[src/rtl/mips_pkg.sv]
`default_nettype none
// ============================================================================
// Module      : mips_pkg
// Description : Shared defaults, fetch FSM encoding and queue entry type.
// Revision    : 1.0 - initial release
// ============================================================================
package mips_pkg;

    localparam int          c_DEPTH    = 4;
    localparam logic [31:0] c_RESET_PC = 32'h0000_0000;

    typedef enum logic [1:0] {
        ST_IDLE = 2'd0,
        ST_BUSY = 2'd1,
        ST_DROP = 2'd2
    } fetch_state_t;

    typedef struct packed {
        logic [31:0] pc;
        logic [31:0] instr;
    } fetch_entry_t;

endpackage
`default_nettype wire

[src/rtl/prefetch_fifo.sv]
`default_nettype none
// ============================================================================
// Module      : prefetch_fifo
// Description : Circular instruction queue with flush; head is zero when empty.
// Revision    : 1.0 - initial release
// ============================================================================
module prefetch_fifo
    import mips_pkg::*;
#(
    parameter int DEPTH = c_DEPTH
)(
    input  logic                   clk,
    input  logic                   rst,
    input  logic                   i_push,
    input  logic                   i_pop,
    input  logic                   i_flush,
    input  fetch_entry_t           i_wdata,
    output fetch_entry_t           o_head,
    output logic                   o_full,
    output logic                   o_empty,
    output logic [$clog2(DEPTH):0] o_count
);

    localparam int          AW     = $clog2(DEPTH);
    localparam logic [AW:0] c_FULL = (AW+1)'(DEPTH);

    fetch_entry_t  r_mem [DEPTH];
    logic [AW-1:0] r_wr_ptr;
    logic [AW-1:0] r_rd_ptr;
    logic [AW:0]   r_count;
    logic          w_do_push;
    logic          w_do_pop;

    assign o_full    = (r_count == c_FULL);
    assign o_empty   = (r_count == '0);
    assign o_count   = r_count;
    assign w_do_push = i_push && !o_full && !i_flush;
    assign w_do_pop  = i_pop && !o_empty && !i_flush;

    always_ff @(posedge clk or posedge rst) begin
        if (rst) begin
            r_wr_ptr <= '0;
            r_rd_ptr <= '0;
            r_count  <= '0;
        end else if (i_flush) begin
            r_wr_ptr <= '0;
            r_rd_ptr <= '0;
            r_count  <= '0;
        end else begin
            if (w_do_push) r_wr_ptr <= r_wr_ptr + AW'(1);
            if (w_do_pop)  r_rd_ptr <= r_rd_ptr + AW'(1);
            r_count <= r_count + (AW+1)'(w_do_push) - (AW+1)'(w_do_pop);
        end
    end

    // Storage needs no reset: nothing reads it until the count says so.
    always_ff @(posedge clk) begin
        if (w_do_push) r_mem[r_wr_ptr] <= i_wdata;
    end

    assign o_head = o_empty ? '0 : r_mem[r_rd_ptr];

endmodule
`default_nettype wire

[src/rtl/prefetch_buffer.sv]
`default_nettype none
// ============================================================================
// Module      : prefetch_buffer
// Description : Instruction prefetch queue with single-outstanding memory fetch.
// Revision    : 1.0 - initial release
// ============================================================================
module prefetch_buffer
    import mips_pkg::*;
#(
    parameter int          DEPTH    = c_DEPTH,
    parameter logic [31:0] RESET_PC = c_RESET_PC
)(
    input  logic        clk,
    input  logic        reset,
    input  logic        redirect,
    input  logic [31:0] redirect_pc,
    input  logic        stall,
    output logic        instr_valid,
    output logic [31:0] instr,
    output logic [31:0] instr_pc,
    output logic        mem_req,
    output logic [31:0] mem_addr,
    input  logic        mem_ack,
    input  logic [31:0] mem_rdata
);

    localparam int          AW     = $clog2(DEPTH);
    localparam logic [AW:0] c_FULL = (AW+1)'(DEPTH);

    fetch_state_t r_state;
    fetch_state_t w_state_next;
    logic [31:0]  r_fetch_pc;
    logic [31:0]  w_fetch_pc_next;
    logic [31:0]  r_mem_addr;
    logic [31:0]  w_mem_addr_next;
    logic [31:0]  w_addr_inc;
    logic         w_push;
    logic         w_pop;
    logic         w_full;
    logic         w_empty;
    logic [AW:0]  w_count;
    logic [AW:0]  w_count_next;
    fetch_entry_t w_head;
    fetch_entry_t w_wdata;

    assign w_addr_inc   = r_mem_addr + 32'd4;
    assign w_push       = (r_state == ST_BUSY) && mem_ack && !redirect;
    assign w_pop        = !w_empty && !stall && !redirect;
    assign w_count_next = w_count + (AW+1)'(w_push) - (AW+1)'(w_pop);
    assign w_wdata      = '{pc: r_mem_addr, instr: mem_rdata};

    prefetch_fifo #(
        .DEPTH (DEPTH)
    ) u_fifo (
        .clk     (clk),
        .rst     (reset),
        .i_push  (w_push),
        .i_pop   (w_pop),
        .i_flush (redirect),
        .i_wdata (w_wdata),
        .o_head  (w_head),
        .o_full  (w_full),
        .o_empty (w_empty),
        .o_count (w_count)
    );

    always_ff @(posedge clk or posedge reset) begin
        if (reset) begin
            r_state    <= ST_IDLE;
            r_fetch_pc <= RESET_PC;
            r_mem_addr <= '0;
        end else begin
            r_state    <= w_state_next;
            r_fetch_pc <= w_fetch_pc_next;
            r_mem_addr <= w_mem_addr_next;
        end
    end

    always_comb begin
        w_state_next    = r_state;
        w_fetch_pc_next = r_fetch_pc;
        w_mem_addr_next = r_mem_addr;
        unique case (r_state)
            ST_IDLE: begin
                // No push is possible here, so room means "not full or popping".
                if (redirect) begin
                    w_fetch_pc_next = redirect_pc;
                end else if (!w_full || w_pop) begin
                    w_state_next    = ST_BUSY;
                    w_mem_addr_next = r_fetch_pc;
                end
            end
            ST_BUSY: begin
                if (redirect) begin
                    w_fetch_pc_next = redirect_pc;
                    w_state_next    = mem_ack ? ST_IDLE : ST_DROP;
                end else if (mem_ack) begin
                    w_fetch_pc_next = w_addr_inc;
                    if (w_count_next < c_FULL) begin
                        w_mem_addr_next = w_addr_inc;
                    end else begin
                        w_state_next = ST_IDLE;
                    end
                end
            end
            ST_DROP: begin
                if (redirect) w_fetch_pc_next = redirect_pc;
                if (mem_ack)  w_state_next    = ST_IDLE;
            end
            default: w_state_next = ST_IDLE;
        endcase
    end

    assign mem_req     = (r_state != ST_IDLE);
    assign mem_addr    = r_mem_addr;
    assign instr_valid = !w_empty;
    assign instr       = w_head.instr;
    assign instr_pc    = w_head.pc;

endmodule
`default_nettype wire

[config.mk]
export PLATFORM = sky130hd
export DESIGN_NAME = prefetch_buffer
export DESIGN_NICKNAME = d
export VERILOG_FILES = /design/src/rtl/mips_pkg.sv /design/src/rtl/prefetch_fifo.sv /design/src/rtl/prefetch_buffer.sv
export SDC_FILE = /design/constraint.sdc
export NUM_CORES = 1
export LEC_CHECK = 0
export BUFFER_PORTS_ARGS = -buffer_cell sky130_fd_sc_hd__buf_2
export CELL_PAD_IN_SITES_DETAIL_PLACEMENT = 1
export CELL_PAD_IN_SITES_GLOBAL_PLACEMENT = 2
export CORE_UTILIZATION = 45
export DETAILED_ROUTE_END_ITERATION = 7
export GPL_TIMING_DRIVEN = 0
export HOLD_SLACK_MARGIN = 0.08
export PLACE_DENSITY = 0.85
export SLEW_MARGIN = 20
export SYNTH_ARGS = -nofsm -noshare
export SYNTH_HDL_FRONTEND = slang
export SYNTH_SLANG_ARGS = --single-unit
[constraint.sdc]
create_clock -name clk -period 8.8 [get_ports clk]
set_clock_uncertainty 0.15 [all_clocks]
set_input_delay 2.2 -clock clk [delete_from_list [all_inputs] [get_ports clk]]
set_output_delay 2.2 -clock clk [all_outputs]
set_load 0.01 [all_outputs]
### Word level (Yosys, flattened, before mapping)

Memories as Yosys holds them, arrays and structs flattened.
Cells that the tools add are included.

* add/sub/neg operators: 7
* reductions and logical operators: 24
* magnitude comparators: 1
* shift operators: 0
* equality and inequality tests: 12
* muxes and demuxes: 26
* multipliers: 0
* bitwise gates (word level): 0
* div/mod/pow operators: 0

Operators with widths (count)
* $mux 32: 8
* $pmux 32 s2: 2
* $mux 64: 1
* $add 32x3->32 const B: 1
* $mux 2: 11
* $ne 2x2->1 const B: 5
* $reduce_bool 2->1: 5
* $logic_and 1x1->1: 8
* $add 3x1->3: 2
* $ne 3x3->1 const B: 2
* $pmux 2 s3: 1
* $reduce_and 6->1: 1
* $sub 3x1->3: 2
* $reduce_and 5->1: 1
* $add 2x1->2 const B: 2
* $logic_not 1->1: 4
* $ne 2x1->1 const B: 2
* $eq 3x3->1 const B: 1
* $logic_not 3->1: 1
* $lt 3x3->1 const B: 1
* $mux 3: 1
* $reduce_and 3->1: 1
* $eq 2x1->1 const B: 1
* $eq 2x2->1 const B: 1
* other kinds (4): 5

* memories: 1
* output and inout port bits: 98
* memory bits (writable): 256
* register bits: 73
* memory bits (read-only): 0
* latch bits: 0
* bits of input ports: 69

Memory list
* u_fifo.r_mem: words 4, bits a word 64, rd ports 1, clocked after memory_dff 0, write ports 1, RTL line prefetch_fifo.sv:27 `fetch_entry_t r_mem [DEPTH];`

### Logic depth before layout (Yosys ltp)

Gate-level depths: netlist of run 1.

* depth in word-level cells: 10
* mapped depth: 13
* depth with buffers taken out: 10

### Cells and area by module

Synthesis of run 1 repeated with hierarchy kept, for this count alone.

* cells, all modules: 908
* area, all modules: 14088.5 um^2

Modules (own cells, without submodules)
* prefetch_fifo: area each 10137.2 um^2, seq. area each 7862.5 um^2, instances 1, cells each 455
* prefetch_buffer: area each 3951.3 um^2, seq. area each 1651.6 um^2, instances 1, cells each 453

### Least setup slack after synthesis of run 1

Ideal clock, no wire load.

* kind: in2reg
* from: in redirect
* to: mem u_fifo.r_mem[0][0] (netlist bit), enable pin
* data arrival time: 4.433 ns
* buffers on the path: 0
* library setup time: 0.429 ns
* required time: 8.221 ns
* stages on the path: 3
* path slack: 3.788 ns
* cell sequence: nand4bb_1 > a31oi_1 > and2_1

* cells in the longest elaborated chain, start to end: 6

Ends and longest elaborated chain
* from (decl): RTL line prefetch_buffer.sv:15 `input logic redirect,`
* $logic_not 1->1 (*): RTL line prefetch_fifo.sv:37, prefetch_buffer.sv:47
* $logic_and 1x1->1: RTL line prefetch_buffer.sv:47 `assign w_push = (r_state == ST_BUSY) && mem_ack && !redirect;`
* $logic_and 1x1->1: RTL line prefetch_fifo.sv:37 `assign w_do_push = i_push && !o_full && !i_flush;`
* $logic_and 1x1->1 (*): RTL line prefetch_fifo.sv:37
* $mux 1 (*): RTL line prefetch_fifo.sv:58 `if (w_do_push) r_mem[r_wr_ptr] <= i_wdata;`
* $mux 1 (implied by the code) (*): RTL line prefetch_fifo.sv:58
* to (decl): RTL line prefetch_fifo.sv:27

Mark *: on every way between the ends. The rest lies on a longest branch, timed or not.

### Worst setup path after layout of run 1

* from: in redirect
* to: reg r_mem_addr[9], in the netlist mem_addr[9]

* cells in the longest elaborated chain, start to end: 7

Ends and longest elaborated chain
* $logic_not 1->1: RTL line prefetch_buffer.sv:47, prefetch_buffer.sv:48
* $logic_and 1x1->1: RTL line prefetch_buffer.sv:47
* $add 3x1->3: RTL line prefetch_buffer.sv:49 `assign w_count_next = w_count + (AW+1)'(w_push) - (AW+1)'(w_pop);`
* $sub 3x1->3: RTL line prefetch_buffer.sv:49
* $lt 3x3->1: RTL line prefetch_buffer.sv:99 `if (w_count_next < c_FULL) begin`
* $ne 2x1->1 (no source line)
* $reduce_and 6->1 (no source line) (*)
* to (signal assigned): RTL line prefetch_buffer.sv:75 `r_mem_addr <= w_mem_addr_next;`
* to (decl): RTL line prefetch_buffer.sv:34 `logic [31:0] r_mem_addr;`

Marks and branches as above.
A chain may end at the register's enable or synchronous reset.

==> flow_metrics.py, run 1 <==
metrics = {
    "status": {
        "status": "finished clean",
    },
    "worst_setup_path": {
        "end_kind": "register",
        "ff2ff_setup_slack_ns": 4.88,
        "cp_max_fo": 10,
        "worstReg2RegStart": "r_state[0]",
        "timing.rr.end": "mem_addr[9]",
        "crit_family": "buffers and inverters",
        "crit_required_ns": 9.01,
        "critical_path.endpoint": "mem_addr[9]",
        "startpoint": "redirect",
        "reg2reg_depth": 12,
        "slowest_delay_ns": 0.52,
        "cp_num_buf_inv": 6,
        "path_depth": 13,
        "crit_slowest_cell": "clkbuf_1",
        "path_cells": "buf_2, clkbuf_1, clkbuf_1, nor3_1, ha_1, inv_1, ha_1, and3b_1, o2111ai_1, and3_1, clkbuf_1, clkbuf_1, o21ai_0",
        "crit_top_cell": "clkbuf_1",
        "critical_path_arrival_ns": 5.65,
        "crit_type": "input pin to register",
        "startpoint_type": "input pin",
    },
    "power": {
        "peakVddDrop_mv": 0.115,
        "power_uw": 5120,
        "pwr_density_cell_nw_per_um2": 308,
        "power.leakage_uw": 0.00592,
    },
    "floorplan": {
        "dieArea_um2": 31800,
        "rows": 64,
        "start_util": 0.458,
        "boundaryPins": 167,
        "die_w_um": 178,
        "dieHeight_um": 178,
        "coreArea_um2": 30600,
    },
    "cts": {
        "clkTransAtPathRegs_ns": 0.06,
        "post_cts_resize_count": 0,
        "cts_buffers": 36,
        "htreeDepth": 2,
        "root_buffer": "clkbuf_16",
        "post-cts-setup-buffers": 0,
        "cts_tree": "done",
        "clkSinkCount": 329,
        "cts_max_path_buffers": 3,
        "cts_hold_buf": 0,
        "worstSkewPairLatency_ns": 0.51,
    },
    "run": {
        "drv_cap": 0,
    },
    "cells_and_area": {
        "fin_nets": 1197,
        "insertedDiodeCount": 0,
        "drive_gt1_frac": 0.269,
        "area.growth.synth_to_final_pct": 18.6,
    },
    "detailed_routing": {
        "drtPass1Iterations": 5,
        "wire_per_inst_um": 23.6,
        "drt_iter0_drc": 632,
        "drt_wl_total_um": 36300,
        "vias": 8813,
        "drc": 0,
        "antenna_left": 0,
        "viasPerCell": 5.72,
    },
    "place": {
        "gp_congestion": 0.826,
        "dpl.hpwl_um": 24800,
        "io_buffer_count": 166,
    },
    "synth": {
        "ys.flop_type": "edfxtp_1",
        "ys_types": 53,
        "yosysSeqAreaShare": 0.680,
        "synth_nets": 988,
        "synth_edf_count": 256,
        "synth_area_per_cell_um2": 15.4,
        "ys_warn_count": 0,
        "syn_inst": 909,
        "ys_async_sr_fraction": 0.222,
        "synth_area_um2": 14000,
        "ys_ff_latch": 329,
    },
    "timing": {
        "fin_crit_sh": 0.618,
        "fmax_ghz": 0.184,
        "rsz0062_at_grt": "false",
        "setup_viol": 0,
        "hold_violations": 0,
        "slew_violations": 0,
        "worst-slew-pin-transition_ns": 0.999,
        "fin_crit_ns": 5.44,
        "relSlewSlack": 0.334,
        "fin_tns_setup_ns": 0,
    },
    "global_route": {
        "grt_max_degree": 47,
        "grt_overflow_total": 0,
        "antenna_found_initial": 0,
        "grt_usage": 0.237,
        "grt_pass1_vias": 9285,
        "grt_pass1_wl_um": 56100,
    },
    "hold_path": {
        "min_path_type": "register to register",
    },
}
worst min path at each step:
stage                          end      startpoint  depth (start not counted)  slack (ns)
finish              r_fetch_pc[19]  r_fetch_pc[19]                          1        0.34
global route        r_fetch_pc[17]  r_fetch_pc[17]                          2        0.37
CTS                 r_fetch_pc[19]  r_fetch_pc[19]                          1        0.33
detailed placement  r_fetch_pc[19]  r_fetch_pc[19]                          1        0.32
global placement    r_fetch_pc[19]  r_fetch_pc[19]                          1        0.31
floorplan            r_fetch_pc[6]   r_fetch_pc[6]                          2        0.29
power by group:
| group | total, µW | leakage [µW] | switching [µW] | internal [µW] |
|---|---|---|---|---|
| Clock | 1460 | 0.000553 | 608 | 850 |
| Sequential | 2210 | 0.00318 | 286 | 1920 |
| Combinational | 1450 | 0.00218 | 828 | 621 |
layout make-up:
cell class	instances	area [µm²]
Fill cell	3031	14000
Sequential cell	329	9510
Multi-Input combinational cell	505	4200
Timing Repair Buffer	171	953
Clock buffer	40	926
Tap cell	396	495
Buffer	64	246
Clock inverter	25	215
Inverter	11	43.8
cell usage after synthesis (6+ instances only):
cell	count	area (µm²)
a31oi_1	14	87.6
and2_1	72	450
o21ai_0	44	220
nor4_1	6	37.5
clkbuf_1	50	188
a21oi_1	23	115
nand4_1	17	106
ha_1	9	113
o22ai_1	9	56.3
and3_1	8	50.1
nand2_1	41	154
mux4_2	64	1440
dfrtp_1	73	1830
nor2_1	46	173
inv_1	11	41.3
o22a_1	10	87.6
xnor2_1	14	123
o21a_1	6	45.0
or4_1	9	67.6
buf_1	9	33.8
edfxtp_1	256	7690
a32oi_1	14	123
o2bb2a_1	7	70.1
nor3_1	12	60.1
nand3_1	20	100
xor2_1	11	96.3
flip-flops by register name, indices dropped and copies added, names as in the netlist:
name and cells:
u_fifo.r_mem 256, mem_addr 32, r_fetch_pc 32, u_fifo.o_count 3, r_state 2, u_fifo.r_rd_ptr 2
u_fifo.r_wr_ptr 2
placed cells by master, fill, tap and decap left out, types with 5 or more instances in the layout:
| cell | netlist | final |
|---|---|---|
| clkinv_1 | 0 | 8 |
| edfxtp_1 | 256 | 256 |
| xnor2_1 | 14 | 14 |
| nor3_1 | 12 | 12 |
| a32oi_1 | 14 | 14 |
| nor4_1 | 6 | 6 |
| a21oi_1 | 23 | 23 |
| o22a_1 | 10 | 10 |
| nand3_1 | 20 | 20 |
| o21ai_0 | 44 | 44 |
| a21o_1 | 5 | 5 |
| and2_1 | 72 | 68 |
| o2bb2a_1 | 7 | 7 |
| mux4_2 | 64 | 64 |
| clkinv_2 | 0 | 8 |
| nand2_1 | 41 | 41 |
| xor2_1 | 11 | 11 |
| a31oi_1 | 14 | 14 |
| dfrtp_1 | 73 | 73 |
| nor2_1 | 46 | 46 |
| o22ai_1 | 9 | 9 |
| or4_1 | 9 | 9 |
| buf_1 | 9 | 9 |
| o21a_1 | 6 | 6 |
| ha_1 | 9 | 9 |
| inv_1 | 11 | 10 |
| and3_1 | 8 | 8 |
| buf_2 | 5 | 171 |
| nand4_1 | 17 | 17 |
| clkbuf_1 | 50 | 53 |
| clkbuf_16 | 0 | 36 |
stage by stage:
| stage | utilization | std cells | instance area [µm²] | worst slack [ns] | hold slack, ns |
|---|---|---|---|---|---|
| 2_1_floorplan | - | 909 | 14000 | 3.79 | 0.289 |
| 3_3_place_gp | 0.501 | 1471 | 15300 | 2.11 | 0.313 |
| 3_5_place_dp | 0.505 | 1476 | 15500 | 2.83 | 0.321 |
| 4_1_cts | 0.543 | 1541 | 16600 | 3.36 | 0.335 |
| 5_1_grt | 0.543 | 1541 | 16600 | 3.11 | 0.366 |
| 6_report | 0.543 | 1541 | 16600 | 3.36 | 0.338 |
cells by family after synthesis:
group | share of synthesized area
flops | 0.680
simple gates | 0.0963
buf+inv | 0.0206
mux | 0.107
compound gates | 0.0714
xor+xnor | 0.0156
fa+ha+maj | 0.00948
layer usage:
| metal | vias up | wire (µm) | global-route usage | share of wire |
|---|---|---|---|---|
| li1 | 3958 | - | - | - |
| met1 | 4508 | 15700 | 0.327 | 0.43 |
| met4 | 0 | 616 | 0.0512 | 0.017 |
| met3 | 53 | 2150 | 0.0373 | 0.059 |
| met5 | - | 0 | 0 | 0 |
| met2 | 294 | 17800 | 0.395 | 0.49 |
Power figures use the tool's default switching activity.
==> run 2, diff against run 1 <==
- CORE_UTILIZATION: 45 -> 42
- PLACE_DENSITY: 0.85 -> 0.8
- clock period: 8.8 -> 5.4 ns (I/O delays scaled with it)
==> run 2 against run 1 <==
Against the previous run:
- combinational power increased by 64%
- via count decreased by 0.47%
- final area increased by 0.98%
- global-route usage decreased by 1.8 points
- first-iteration DRC count increased by 7.8%
- critical endpoint unchanged
- highest routed layer is now met5
==> flow_metrics.py, run 2 (synthesis results as in run 1) <==
metrics = {
    "status": {
        "status": "finished clean",
    },
    "timing": {
        "setup_slack_ns": 0.746,
        "rsz0062_at_grt": "false",
        "worst-slew-pin-transition_ns": 0.940,
        "timing.hold.ws_ns": 0.338,
        "fin_crit_sh": 0.862,
        "fin_tns_setup_ns": 0,
        "setup_viol": 0,
        "fin_crit_ns": 4.65,
        "fmax_ghz": 0.215,
        "slew_violations": 0,
        "hold_violations": 0,
        "relSlewSlack": 0.374,
    },
    "cts": {
        "cts_tree": "done",
        "clkSinkCount": 329,
        "cts_max_path_buffers": 3,
        "clkTransAtPathRegs_ns": 0.06,
        "post-cts-setup-buffers": 0,
        "htreeDepth": 2,
        "worstSkewPairLatency_ns": 0.52,
        "cts_buffers": 37,
        "post_cts_resize_count": 0,
        "cts_hold_buf": 0,
        "root_buffer": "clkbuf_16",
    },
    "global_route": {
        "grt_overflow_total": 0,
        "grt_pass1_wl_um": 55400,
        "grt_max_degree": 51,
        "antenna_found_initial": 2,
        "grt_pass1_vias": 9256,
        "grt_usage": 0.219,
    },
    "detailed_routing": {
        "drt_iter0_drc": 681,
        "antenna_left": 0,
        "drc": 0,
        "vias": 8772,
        "wire_per_inst_um": 23.0,
        "drtPass1Iterations": 4,
        "viasPerCell": 5.52,
        "drt_wl_total_um": 36600,
    },
    "power": {
        "peakVddDrop_mv": 0.228,
        "pwr_density_cell_nw_per_um2": 510,
        "power.leakage_uw": 0.00598,
    },
    "floorplan": {
        "start_util": 0.428,
        "coreArea_um2": 32700,
        "die_w_um": 185,
        "rows": 66,
        "boundaryPins": 167,
        "dieArea_um2": 34100,
        "dieHeight_um": 185,
    },
    "hold_path": {
        "min_path_type": "register to register",
        "holdPathEnd": "r_fetch_pc[8]",
        "hold_depth": 2,
        "min_from": "r_fetch_pc[8]",
    },
    "cells_and_area": {
        "multiInputGateArea_um2": 4200,
        "drive_gt1_frac": 0.271,
        "seqCellArea_um2": 9510,
        "design_area_um2": 16800,
        "fin_util": 0.513,
        "final_common_cell": "edfxtp_1",
        "n_fill_cell": 3332,
        "area.growth.synth_to_final_pct": 19.8,
        "largest_reg_flops": 256,
        "final_cell_mix": "256 x edfxtp_1, 171 x buf_2, 73 x dfrtp_1",
        "top_register": "u_fifo.r_mem",
        "fin_nets": 1198,
        "insertedDiodeCount": 0,
    },
    "worst_setup_path": {
        "reg2reg_depth": 12,
        "timing.rr.end": "mem_addr[9]",
        "ff2ff_setup_slack_ns": 1.45,
        "startpoint_type": "input pin",
        "worstReg2RegStart": "r_state[0]",
        "crit_required_ns": 5.61,
        "crit_type": "input pin to register",
        "critical_path_arrival_ns": 4.87,
        "end_kind": "register",
        "cp_max_fo": 10,
    },
    "place": {
        "io_buffer_count": 166,
        "dpl_cell_area_um2": 15500,
        "pre_cts_slack_ns": 0.231,
        "gp_congestion": 0.819,
        "dpl.hpwl_um": 24500,
    },
    "run": {
        "drv_cap": 0,
    },
}
==> run 2: worst max-delay path, cell delays in order <==
cell and delay, ns:
buf_2 0.12, clkbuf_1 0.40, clkbuf_1 0.54, nor3_1 0.14
ha_1 0.23, inv_1 0.05, ha_1 0.21, and3b_1 0.18
o2111ai_1 0.22, and3_1 0.23, clkbuf_1 0.51, clkbuf_1 0.49
o21ai_0 0.18
==> run 2: stage by stage <==
stage	power, µW	std cells
2_1_floorplan	4950	909
3_3_place_gp	5980	1517
3_5_place_dp	6050	1522
4_1_cts	8640	1589
5_1_grt	8980	1589
6_report	8550	1589
==> run 2: worst max-delay path by stage <==
stage / cells after the start / from / slack [ns] / to
after floorplan: 3 / redirect / 1.24 / u_fifo.r_mem[0][0]
after global placement: 4 / redirect / -0.45 / u_fifo.r_mem[1][9]
after detailed placement: 13 / redirect / 0.23 / mem_addr[9]
after CTS: 13 / redirect / 0.76 / mem_addr[9]
after global routing: 13 / redirect / 0.48 / mem_addr[9]
final: 13 / redirect / 0.75 / mem_addr[9]
==> run 2: area by class of cell <==
class | instances | share of cell area
inverters | 11 | 0.00261
clock inverters | 24 | 0.0172
plain buffers | 64 | 0.0148
well taps | 442 | 0.0330
flip-flops and latches | 329 | 0.568
multi-input cells | 505 | 0.251
clock buffers | 43 | 0.0566
repair buffers | 171 | 0.0573
==> run 2: layer usage <==
layer  share of wire  GRT usage  vias up
met3           0.054     0.0401       57
met2            0.48      0.363      229
met4           0.019     0.0570        4
li1                -          -     3958
met1            0.44      0.298     4524
met5         0.00044          0        -
==> run 2: report_power, final <==
group	internal, µW	total [µW]	leakage, µW	switching [µW]
clock	1560	2570	0.000605	1010
combinational	1010	2380	0.00219	1360
sequential	3140	3610	0.00318	470
